**config.mk**
```make
export PLATFORM = sky130hd
export DESIGN_NAME = pixel_stream_broker
export DESIGN_NICKNAME = d
export VERILOG_FILES = /design/src/rtl/message_broker_pkg.sv /design/src/rtl/pixel_fifo.sv /design/src/rtl/pixel_stream_broker.sv
export SDC_FILE = /design/constraint.sdc
export NUM_CORES = 1
export LEC_CHECK = 0
export CAP_MARGIN = 20
export CORE_MARGIN = 8
export CORE_UTILIZATION = 50
export CTS_CLUSTER_DIAMETER = 150
export DETAILED_ROUTE_END_ITERATION = 16
export PLACE_DENSITY = 0.68
export SYNTH_ARGS = -nofsm -noshare
export SYNTH_HDL_FRONTEND = slang
export SYNTH_SLANG_ARGS = --single-unit
```
**constraint.sdc**
```tcl
create_clock -name system_clock -period 9.3 [get_ports system_clock]
set_input_delay 1.86 -clock system_clock [delete_from_list [all_inputs] [get_ports system_clock]]
set_output_delay 1.86 -clock system_clock [all_outputs]
set_load 0.01 [all_outputs]
```
**src/rtl/message_broker_pkg.sv**
```systemverilog
// Shared definitions for the pixel stream broker.
// Holds the assembler state enum, MCU byte width and the bytes-per-pixel helper.
package message_broker_pkg;

    localparam int MCU_BYTE_WIDTH = 8;

    typedef enum logic {
        WAIT_FIRST = 1'b0,
        COLLECT    = 1'b1
    } asm_state_t;

    function automatic int bytes_per_pixel(input int width);
        return (width + MCU_BYTE_WIDTH - 1) / MCU_BYTE_WIDTH;
    endfunction

endpackage

```
**src/rtl/pixel_fifo.sv**
```systemverilog
// Show-ahead synchronous FIFO: the head entry is always presented on o_dout.
// Ports: i_clk, i_rst (sync, active-high), i_push/i_din, i_pop, o_dout,
//        o_full, o_empty, o_level (occupancy, 0..DEPTH).
module pixel_fifo
    import message_broker_pkg::*;
#(
    parameter int WIDTH = 12,
    parameter int DEPTH = 16,
    localparam int AW = $clog2(DEPTH),
    localparam int LW = AW + 1
) (
    input  logic             i_clk,
    input  logic             i_rst,
    input  logic             i_push,
    input  logic [WIDTH-1:0] i_din,
    input  logic             i_pop,
    output logic [WIDTH-1:0] o_dout,
    output logic             o_full,
    output logic             o_empty,
    output logic [LW-1:0]    o_level
);

    logic [WIDTH-1:0] r_mem [DEPTH];
    logic [AW-1:0]    r_wr;
    logic [AW-1:0]    r_rd;
    logic [LW-1:0]    r_level;
    logic             w_push;
    logic             w_pop;

    assign o_full  = (r_level == LW'(DEPTH));
    assign o_empty = (r_level == '0);
    assign o_level = r_level;
    assign o_dout  = r_mem[r_rd];

    // A full FIFO still takes a push when the head leaves on the same edge.
    assign w_pop  = i_pop & ~o_empty;
    assign w_push = i_push & (~o_full | w_pop);

    always_ff @(posedge i_clk) begin
        if (i_rst) begin
            for (int i = 0; i < DEPTH; i++) begin
                r_mem[i] <= '0;
            end
            r_wr    <= '0;
            r_rd    <= '0;
            r_level <= '0;
        end else begin
            if (w_push) begin
                r_mem[r_wr] <= i_din;
                r_wr        <= r_wr + 1'b1;
            end
            if (w_pop) begin
                r_rd <= r_rd + 1'b1;
            end
            case ({w_push, w_pop})
                2'b10:   r_level <= r_level + 1'b1;
                2'b01:   r_level <= r_level - 1'b1;
                default: r_level <= r_level;
            endcase
        end
    end

endmodule

```
**src/rtl/pixel_stream_broker.sv**
```systemverilog
// Splits the MCU byte stream into commands and MSB-first assembled pixels,
// buffering pixels in a show-ahead FIFO with a valid/ready output.
// Ports: system_clock, reset (sync, active-high); byte_valid/byte_data/
//   byte_is_command in; command_valid/command_data out; pixel_valid/
//   pixel_ready/pixel_data handshake; fifo_level, overflow (sticky).
// Macro BROKER_STATS_EN adds saturating drop_count and abort_count ports.
module pixel_stream_broker
    import message_broker_pkg::*;
#(
    parameter int PIXEL_WIDTH = 12,
    parameter int FIFO_DEPTH  = 16,
    parameter int STATS_WIDTH = 16
) (
    input  logic                        system_clock,
    input  logic                        reset,
    input  logic                        byte_valid,
    input  logic [7:0]                  byte_data,
    input  logic                        byte_is_command,
    output logic                        command_valid,
    output logic [7:0]                  command_data,
    output logic                        pixel_valid,
    input  logic                        pixel_ready,
    output logic [PIXEL_WIDTH-1:0]      pixel_data,
    output logic [$clog2(FIFO_DEPTH):0] fifo_level,
    output logic                        overflow
`ifdef BROKER_STATS_EN
    ,
    output logic [STATS_WIDTH-1:0]      drop_count,
    output logic [STATS_WIDTH-1:0]      abort_count
`endif
);

    localparam int BPP    = bytes_per_pixel(PIXEL_WIDTH);
    localparam int LAST_W = PIXEL_WIDTH - MCU_BYTE_WIDTH * (BPP - 1);
    localparam int IDX_W  = (BPP > 1) ? $clog2(BPP) : 1;
    localparam int ACC_W  = MCU_BYTE_WIDTH * BPP;

    asm_state_t             r_state;
    asm_state_t             w_state_nxt;
    logic [IDX_W-1:0]       r_index;
    logic [IDX_W-1:0]       w_index_nxt;
    logic [ACC_W-1:0]       r_acc;
    logic [ACC_W-1:0]       w_prev;
    logic [PIXEL_WIDTH-1:0] w_pixel;
    logic                   r_cmd_valid;
    logic [7:0]             r_cmd_data;
    logic                   r_overflow;
    logic                   w_pix_byte;
    logic                   w_cmd_byte;
    logic                   w_last;
    logic                   w_done;
    logic                   w_pop;
    logic                   w_full;
    logic                   w_empty;
    logic                   w_push_ok;
    logic                   w_drop;

    assign w_pix_byte = byte_valid & ~byte_is_command;
    assign w_cmd_byte = byte_valid & byte_is_command;
    assign w_last     = (BPP == 1) ||
                        (r_state == COLLECT && r_index == IDX_W'(BPP - 1));
    assign w_done     = w_pix_byte & w_last;

    // Earlier bytes sit above the last byte's low LAST_W bits.
    assign w_prev  = (BPP > 1) ? r_acc : '0;
    assign w_pixel = PIXEL_WIDTH'(w_prev << LAST_W) |
                     PIXEL_WIDTH'(byte_data[LAST_W-1:0]);

    assign w_pop     = pixel_valid & pixel_ready;
    assign w_push_ok = w_done & (~w_full | w_pop);
    assign w_drop    = w_done & ~w_push_ok;

    always_comb begin
        w_state_nxt = r_state;
        w_index_nxt = r_index;
        if (w_cmd_byte) begin
            w_state_nxt = WAIT_FIRST;
            w_index_nxt = '0;
        end else if (w_pix_byte) begin
            if (w_last) begin
                w_state_nxt = WAIT_FIRST;
                w_index_nxt = '0;
            end else begin
                w_state_nxt = COLLECT;
                w_index_nxt = r_index + 1'b1;
            end
        end
    end

    always_ff @(posedge system_clock) begin
        if (reset) begin
            r_state     <= WAIT_FIRST;
            r_index     <= '0;
            r_acc       <= '0;
            r_cmd_valid <= 1'b0;
            r_cmd_data  <= '0;
            r_overflow  <= 1'b0;
        end else begin
            r_state     <= w_state_nxt;
            r_index     <= w_index_nxt;
            r_cmd_valid <= w_cmd_byte;
            r_overflow  <= r_overflow | w_drop;
            if (w_cmd_byte) begin
                r_cmd_data <= byte_data;
            end
            if (w_pix_byte) begin
                r_acc <= (r_state == WAIT_FIRST) ? ACC_W'(byte_data)
                       : ((r_acc << MCU_BYTE_WIDTH) | ACC_W'(byte_data));
            end
        end
    end

    assign command_valid = r_cmd_valid;
    assign command_data  = r_cmd_data;
    assign overflow      = r_overflow;
    assign pixel_valid   = ~w_empty;

    pixel_fifo #(
        .WIDTH (PIXEL_WIDTH),
        .DEPTH (FIFO_DEPTH)
    ) u_fifo (
        .i_clk   (system_clock),
        .i_rst   (reset),
        .i_push  (w_push_ok),
        .i_din   (w_pixel),
        .i_pop   (w_pop),
        .o_dout  (pixel_data),
        .o_full  (w_full),
        .o_empty (w_empty),
        .o_level (fifo_level)
    );

`ifdef BROKER_STATS_EN
    logic [STATS_WIDTH-1:0] r_drop_cnt;
    logic [STATS_WIDTH-1:0] r_abort_cnt;
    logic                   w_abort;

    assign w_abort = w_cmd_byte & (r_state == COLLECT);

    always_ff @(posedge system_clock) begin
        if (reset) begin
            r_drop_cnt  <= '0;
            r_abort_cnt <= '0;
        end else begin
            if (w_drop && r_drop_cnt != '1) begin
                r_drop_cnt <= r_drop_cnt + 1'b1;
            end
            if (w_abort && r_abort_cnt != '1) begin
                r_abort_cnt <= r_abort_cnt + 1'b1;
            end
        end
    end

    assign drop_count  = r_drop_cnt;
    assign abort_count = r_abort_cnt;
`endif

endmodule

```
# After elaboration in Yosys (flattened, before gate mapping)
# Memory sizes are Yosys's and may differ from the RTL's. A register that Yosys moved wholly into a read port is not among the register bits.
# Cells that the tools add are included.
dict set report op_classes {
  n_addsub 5
  mul 0
  div_mod_pow 0
  magnitude_cmp 0
  n_eq_ne 3
  shifts 0
  mux 14
  bitwise 17
  n_reduce_logical 5
}
# cell n
set op_table {}
lappend op_table {{2-to-1 mux 12 bit} 1}
lappend op_table {{2-to-1 mux 4 bit} 3}
lappend op_table {{bitwise OR 12 x 4 -> 12 bit} 1}
lappend op_table {{OR reduction 12 bit} 1}
lappend op_table {{case mux 5 bit (2 select lines)} 1}
lappend op_table {{adder 4 x 1 -> 4 bit (second input constant)} 2}
lappend op_table {{AND 1 bit} 8}
lappend op_table {{2-to-1 mux 1 bit} 8}
lappend op_table {{2-to-1 mux 8 bit} 1}
lappend op_table {{bitwise OR 1 x 8 -> 8 bit (first input constant)} 1}
lappend op_table {{adder 5 x 1 -> 5 bit (second input constant)} 1}
lappend op_table {{== test 5 bit (second input constant)} 1}
lappend op_table {{zero test 5 bit} 1}
lappend op_table {{subtractor 5 x 1 -> 5 bit (second input constant)} 1}
lappend op_table {{inverter 1 bit} 4}
lappend op_table {{bitwise OR 1 bit} 3}
lappend op_table {{== test 2 x 1 -> 1 bit (second input constant)} 1}
lappend op_table {{== test 2 bit (second input constant)} 1}
lappend op_table {{nonzero test 2 bit} 1}
lappend op_table {{OR reduction 2 bit} 1}
lappend op_table {{adder 1 bit (second input constant)} 1}
lappend op_table {{logical AND 1 bit} 1}
dict set report word_totals {
  ff_bits 33
  latchBits 0
  ram_bits 192
  mem_bits_ro 0
  in_bits 13
  output_inout_bits 28
  wordCells 54
  mem_count 1
}
# name words width read_ports rd_clocked_by_memory_dff wr line_no
set memory_table {}
lappend memory_table {u_fifo.r_mem 16 12 1 1 16 pixel_fifo.sv:23} ;# logic [WIDTH-1:0] r_mem [DEPTH];

# Longest topological paths before layout
dict set report logic_depth {
  ltp_word 11
  ltp_mapped 13
}

# Modules after synthesis
# From an unflattened synthesis, not the netlist that was laid out.
dict set report unflattened {
  hier_cells 748
  area_unflattened_um2 10386.2
}
# mod instances cells_per_inst area_each_um2 seq_area_each_um2
set modules_own_cells {}
lappend modules_own_cells {pixel_fifo 1 657 9598.0 6105.9}
lappend modules_own_cells {pixel_stream_broker 1 91 788.3 400.4}

# Worst setup path after synthesis
# OpenSTA, ideal clock, no wires.
dict set report synth_timing {
  kind {input to register}
  from {in byte_is_command}
  to {reg u_fifo.r_level[4] (netlist: u_fifo.o_level[4])}
  setup_time_ps 63
  arrival_ps 4147
  required_ps 9237
  slack_ps 5090
  cell_stages 12
  path_cell_list {nand4b_1 -> a21oi_2 -> buf_6 -> inv_1 -> ha_1 -> buf_2 -> xor2_1 -> ha_1 -> a21oi_1 -> a221oi_1 -> or4b_1 -> nand3_1}
}
dict set report synth_via {
  elab_chain_len 7
}
# item line_no
set synth_rtl {}
lappend synth_rtl {{from (decl)} pixel_stream_broker.sv:18} ;# input logic byte_is_command,
lappend synth_rtl {{inverter 1 bit (*)} pixel_stream_broker.sv:58} ;# assign w_pix_byte = byte_valid & ~byte_is_command;
lappend synth_rtl {{AND 1 bit (*)} pixel_stream_broker.sv:58}
lappend synth_rtl {{AND 1 bit (*)} pixel_stream_broker.sv:62} ;# assign w_done = w_pix_byte & w_last;
lappend synth_rtl {{AND 1 bit (*)} pixel_stream_broker.sv:70} ;# assign w_push_ok = w_done & (~w_full | w_pop);
lappend synth_rtl {{AND 1 bit (*)} pixel_fifo.sv:37} ;# assign w_push = i_push & (~o_full | w_pop);
lappend synth_rtl {{== test 2 x 1 -> 1 bit / == test 2 bit (equally long branches)} pixel_fifo.sv:55} ;# case ({w_push, w_pop})
lappend synth_rtl {{case mux 5 bit (2 select lines) / nonzero test 2 bit (equally long branches)} --}
lappend synth_rtl {{to (signal assigned)} pixel_fifo.sv:56} ;# 2'b10: r_level <= r_level + 1'b1;
lappend synth_rtl {{to (signal assigned)} pixel_fifo.sv:57} ;# 2'b01: r_level <= r_level - 1'b1;
lappend synth_rtl {{to (signal assigned)} pixel_fifo.sv:58} ;# default: r_level <= r_level;
lappend synth_rtl {{to (decl)} pixel_fifo.sv:26} ;# logic [LW-1:0] r_level;
# Mark *: on every way between the ends. The rest lies on a longest branch, timed or not.
# A chain may end at the register's enable or synchronous reset.

# Worst setup path after layout
dict set report layout_timing {
  from {in byte_valid}
  to {reg u_fifo.r_level[4] (netlist: u_fifo.o_level[4])}
}
dict set report layout_via {
  elab_chain_len 6
}
# item line_no
set layout_rtl {}
lappend layout_rtl {{from (decl)} pixel_stream_broker.sv:16} ;# input logic byte_valid,
lappend layout_rtl {{AND 1 bit (*)} pixel_stream_broker.sv:58}
lappend layout_rtl {{AND 1 bit (*)} pixel_stream_broker.sv:62}
lappend layout_rtl {{AND 1 bit (*)} pixel_stream_broker.sv:70}
lappend layout_rtl {{AND 1 bit (*)} pixel_fifo.sv:37}
lappend layout_rtl {{== test 2 x 1 -> 1 bit / == test 2 bit (equally long branches)} pixel_fifo.sv:55}
lappend layout_rtl {{case mux 5 bit (2 select lines) / nonzero test 2 bit (equally long branches)} --}
# Marks and branches as above.

==> run summary <==
The logs give 45 for the post-synthesis cell type count and 0.204 mV for the maximum vdd drop. Entering global routing, the biggest net connects 59 pins. The tightest min-delay check is of the flop to flop type. The detailed router placed 6464 vias in this run. The fraction of the cycle the final worst path needs came out at 53.6%. At the later pin of the worst-skew pair, clock insertion delay measures 510 ps. The total half-perimeter wirelength after legalization and detailed placement was 14400 um. Wires add up to 24900 um. The number of max-cap violations was 0. The run gives 5430 ps as the arrival time at the worst endpoint. In the final timing run, aggregate negative setup slack is 0 ps. Measured along the y axis, the die boundary spans 158 um. In the final layout, the multi-input gates occupy 3260 sq um.

The number of standard cells in the final layout excluding fillers was 1086. For this design the ratio of total power to cell area is 238 nW/um^2. For the net count of the finished layout, the log shows 822.

After detailed routing, the number of remaining DRC violations is 0. The number of buffers between clock root and the deepest sink is 3, and the average wire per cell in the routed design is 22.9 um. Clock tree synthesis found a total of 229 sinks. TritonCTS built the clock tree. At the worst endpoint, the required time is 9750 ps. The achievable clock frequency was 201 MHz. The synthesized netlist occupies a cell area of 10100 sq um.

The maximum level of the CTS H-tree came out at 1. The I/O pin count is 41. The tools report the type of element launching the critical path as an input pin. In this run, the number of DRC markers left after iteration 0 of detailed routing was 560.

Setup violations remaining at the end of the flow were counted as 0. Using the TritonRoute via totals, the vias-per-cell ratio works out to 5.95. The kind of critical path was input pin to flop. The run finished with clean final reports.

The transition time of the tightest slew-check pin is 1240 ps. The region available for standard cell placement spans 20000 sq um. In the synthesized netlist the dominant register cell turns out to be edfxtp_1. For the cell total after placement, the log shows 1043.

Synthesis handed over a netlist of 780 instances. The number of enable-type register cells in the synthesized netlist is 192. The number of global-route vias before repair was 6679. The logs give 0 for the final-report hold violation count and 0.756 for the weighted congestion reported at the end of routability-driven placement. Across the routed clock network, the largest skew measured is 8.19 ps.

The layout cell share with drive strength beyond 1 was 14.1%; the floorplan die width was 158 um. Clock tree synthesis selected as its root buffer the cell clkbuf_16. 0 antenna diodes ended up in the layout. The number of buffers added by the clock tree synthesis step was 24; the worst slew margin relative to its limit was 17.3%.

Once the clock tree was built, the resizer swapped 0 gates to a different size. The number of detailed-route iterations in the first pass is 5, and the filler cell count in the final layout is 1640. Setup repair after global routing left no endpoint under its margin. Number of synthesized register bits: 229. Row generation in the floorplan step produced 52 rows.

During synthesis, Yosys emitted a total of 0 warnings. The largest fanout on the critical path was 16. STA classifies the critical path endpoint as a flop. The floorplan die area was 25000 sq um; the total leakage power was 0.00364 uW. For the starting density of the core, the log shows 50.4%. The routed design could run at a clock period as short as 4980 ps.

In this run the remaining antenna-violating nets after routing total 0. The number of buffers inserted by port buffering is 40. The run gives 20.3% as the aggregate global-route resource usage.

Summed over all layers, the global routing overflow is 0. For the initial antenna violation count, the log shows 0. The number of nets handed over by synthesis was 802. The run gives 6510 sq um as the footprint of the flip-flops and latches. In this run, post-CTS hold repair placed 0 buffers.

Buffers added to address setup during post-CTS repair amount to 0. Global-route wire length before repair: 37800 um. The clock-pin slew on the worst setup and hold paths was 60 ps; the number of pins exceeding their max-slew limit in the final report was 0. From synthesis to final layout, the design area changed by 12.7%.

The share of flip-flops with an asynchronous set or reset works out to 0%. Each instance of the synthesized netlist takes up on average 12.9 sq um. The share of the Yosys chip area taken by registers is 64.4%.
-- worst paths after layout --
kind | from | endpoint | slack [ps] | depth (start not counted)
min | command_data[7]$_SDFFE_PP0P_ | command_data[7]$_SDFFE_PP0P_ | 460 | 2
max reg2reg | u_fifo.o_level[1]$_SDFFE_PP0P_ | u_fifo.o_level[4]$_SDFFE_PP0P_ | 6000 | 10
max | byte_valid | u_fifo.o_level[4]$_SDFFE_PP0P_ | 4320 | 11
min reg2reg | command_data[7]$_SDFFE_PP0P_ | command_data[7]$_SDFFE_PP0P_ | 460 | 2
-- placed cells by master, fill, tap and decap left out, drive strengths merged, types with 4 or more instances in the layout --
cell,synthesis,final
inv,7,7
clkinv,0,8
a22oi,24,24
clkbuf,22,30
a21oi,20,20
nor2b,8,8
a31o,12,12
buf,34,11
a21o,4,4
nand2,95,95
xor2,5,5
nor2,211,211
dfxtp,37,37
ha,9,9
mux4,48,48
clkdlybuf4s50,0,39
edfxtp,192,192
nand3,10,10
-- logic make-up (layout without fill, tap and decap cells) --
| group | after synthesis | after routing | synth area share, % |
|---|---|---|---|
| and+or+nand+nor | 346 | 346 | 14.1 |
| adders and majority gates | 9 | 9 | 1.11 |
| DFF | 229 | 229 | 64.4 |
| AOI/OAI and AO/OA | 72 | 72 | 5.12 |
| xor gates and xnor gates | 8 | 8 | 0.694 |
| buffers and inverters | 63 | 99 | 3.36 |
| muxes | 53 | 53 | 11.2 |
-- routing by layer --
layer | GRT usage (%) | vias up | part of all wire [%]
met1 | 25.3 | 3203 | 37
met3 | 4.64 | 51 | 10
met5 | 0 | - | 0
met2 | 33.9 | 346 | 49
met4 | 7.86 | 0 | 3.6
li1 | - | 2864 | -
-- state kept, by name, indices dropped and copies added (netlist names), named ones only --
| register | count |
|---|---|
| r_index | 1 |
| overflow | 1 |
| command_valid | 1 |
| r_state | 1 |
| u_fifo.r_rd | 4 |
| r_acc | 8 |
| u_fifo.r_wr | 4 |
| command_data | 8 |
| u_fifo.o_level | 5 |
| u_fifo.r_mem | 192 |
-- layout make-up --
class / count / share of cell area [%]
Sequential cell: 229 / 57.2
Multi-Input combinational cell: 488 / 28.6
Clock buffer: 30 / 5.66
Timing Repair Buffer: 50 / 4.37
Tap cell: 270 / 2.97
Clock inverter: 12 / 0.967
Inverter: 7 / 0.231
-- per-stage QoR --
| step | hold slack [ps] | utilization [%] | setup slack [ps] | instance area [sq um] | power [uW] |
|---|---|---|---|---|---|
| 6_report | 464 | 56.8 | 4320 | 11400 | 2710 |
| 3_3_place_gp | 449 | 52.8 | 4110 | 10600 | 1790 |
| 2_1_floorplan | 475 | - | 5090 | 10100 | 1630 |
| 4_1_cts | 461 | 56.7 | 4130 | 11400 | 2710 |
| 5_1_grt | 482 | 56.8 | 4010 | 11400 | 2810 |
| 3_5_place_dp | 449 | 52.9 | 3830 | 10600 | 1800 |
-- cell usage after synthesis, drive strengths merged (4+ instances only) --
library cell  number  area, sq um
a21o               4         30.0
a21oi             20          104
a22oi             24          180
a31o              12          105
buf               34          230
clkbuf            22         82.6
dfxtp             37          741
edfxtp           192         5770
ha                 9          113
inv                7         26.3
mux4              48         1080
nand2             95          357
nand3             10         50.1
nor2             211          792
nor2b              8         50.1
xor2               5         43.8
-- power by group --
group / switching (uW) / total (uW) / internal, uW
clock network: 371 / 915 / 544
logic: 269 / 563 / 294
registers: 67.2 / 1230 / 1170
total: 707 / 2710 / 2000
-- worst max-delay path, stage by stage --
cell and delay, ps:
clkdlybuf4s50_1 720, nand4b_1 290, a21oi_2 620, inv_1 150
ha_1 340, xor2_1 180, ha_1 180, a21oi_1 70
a221oi_1 430, or4b_1 480, nand3_1 90
Note: power is estimated with default switching activity, not from simulation.
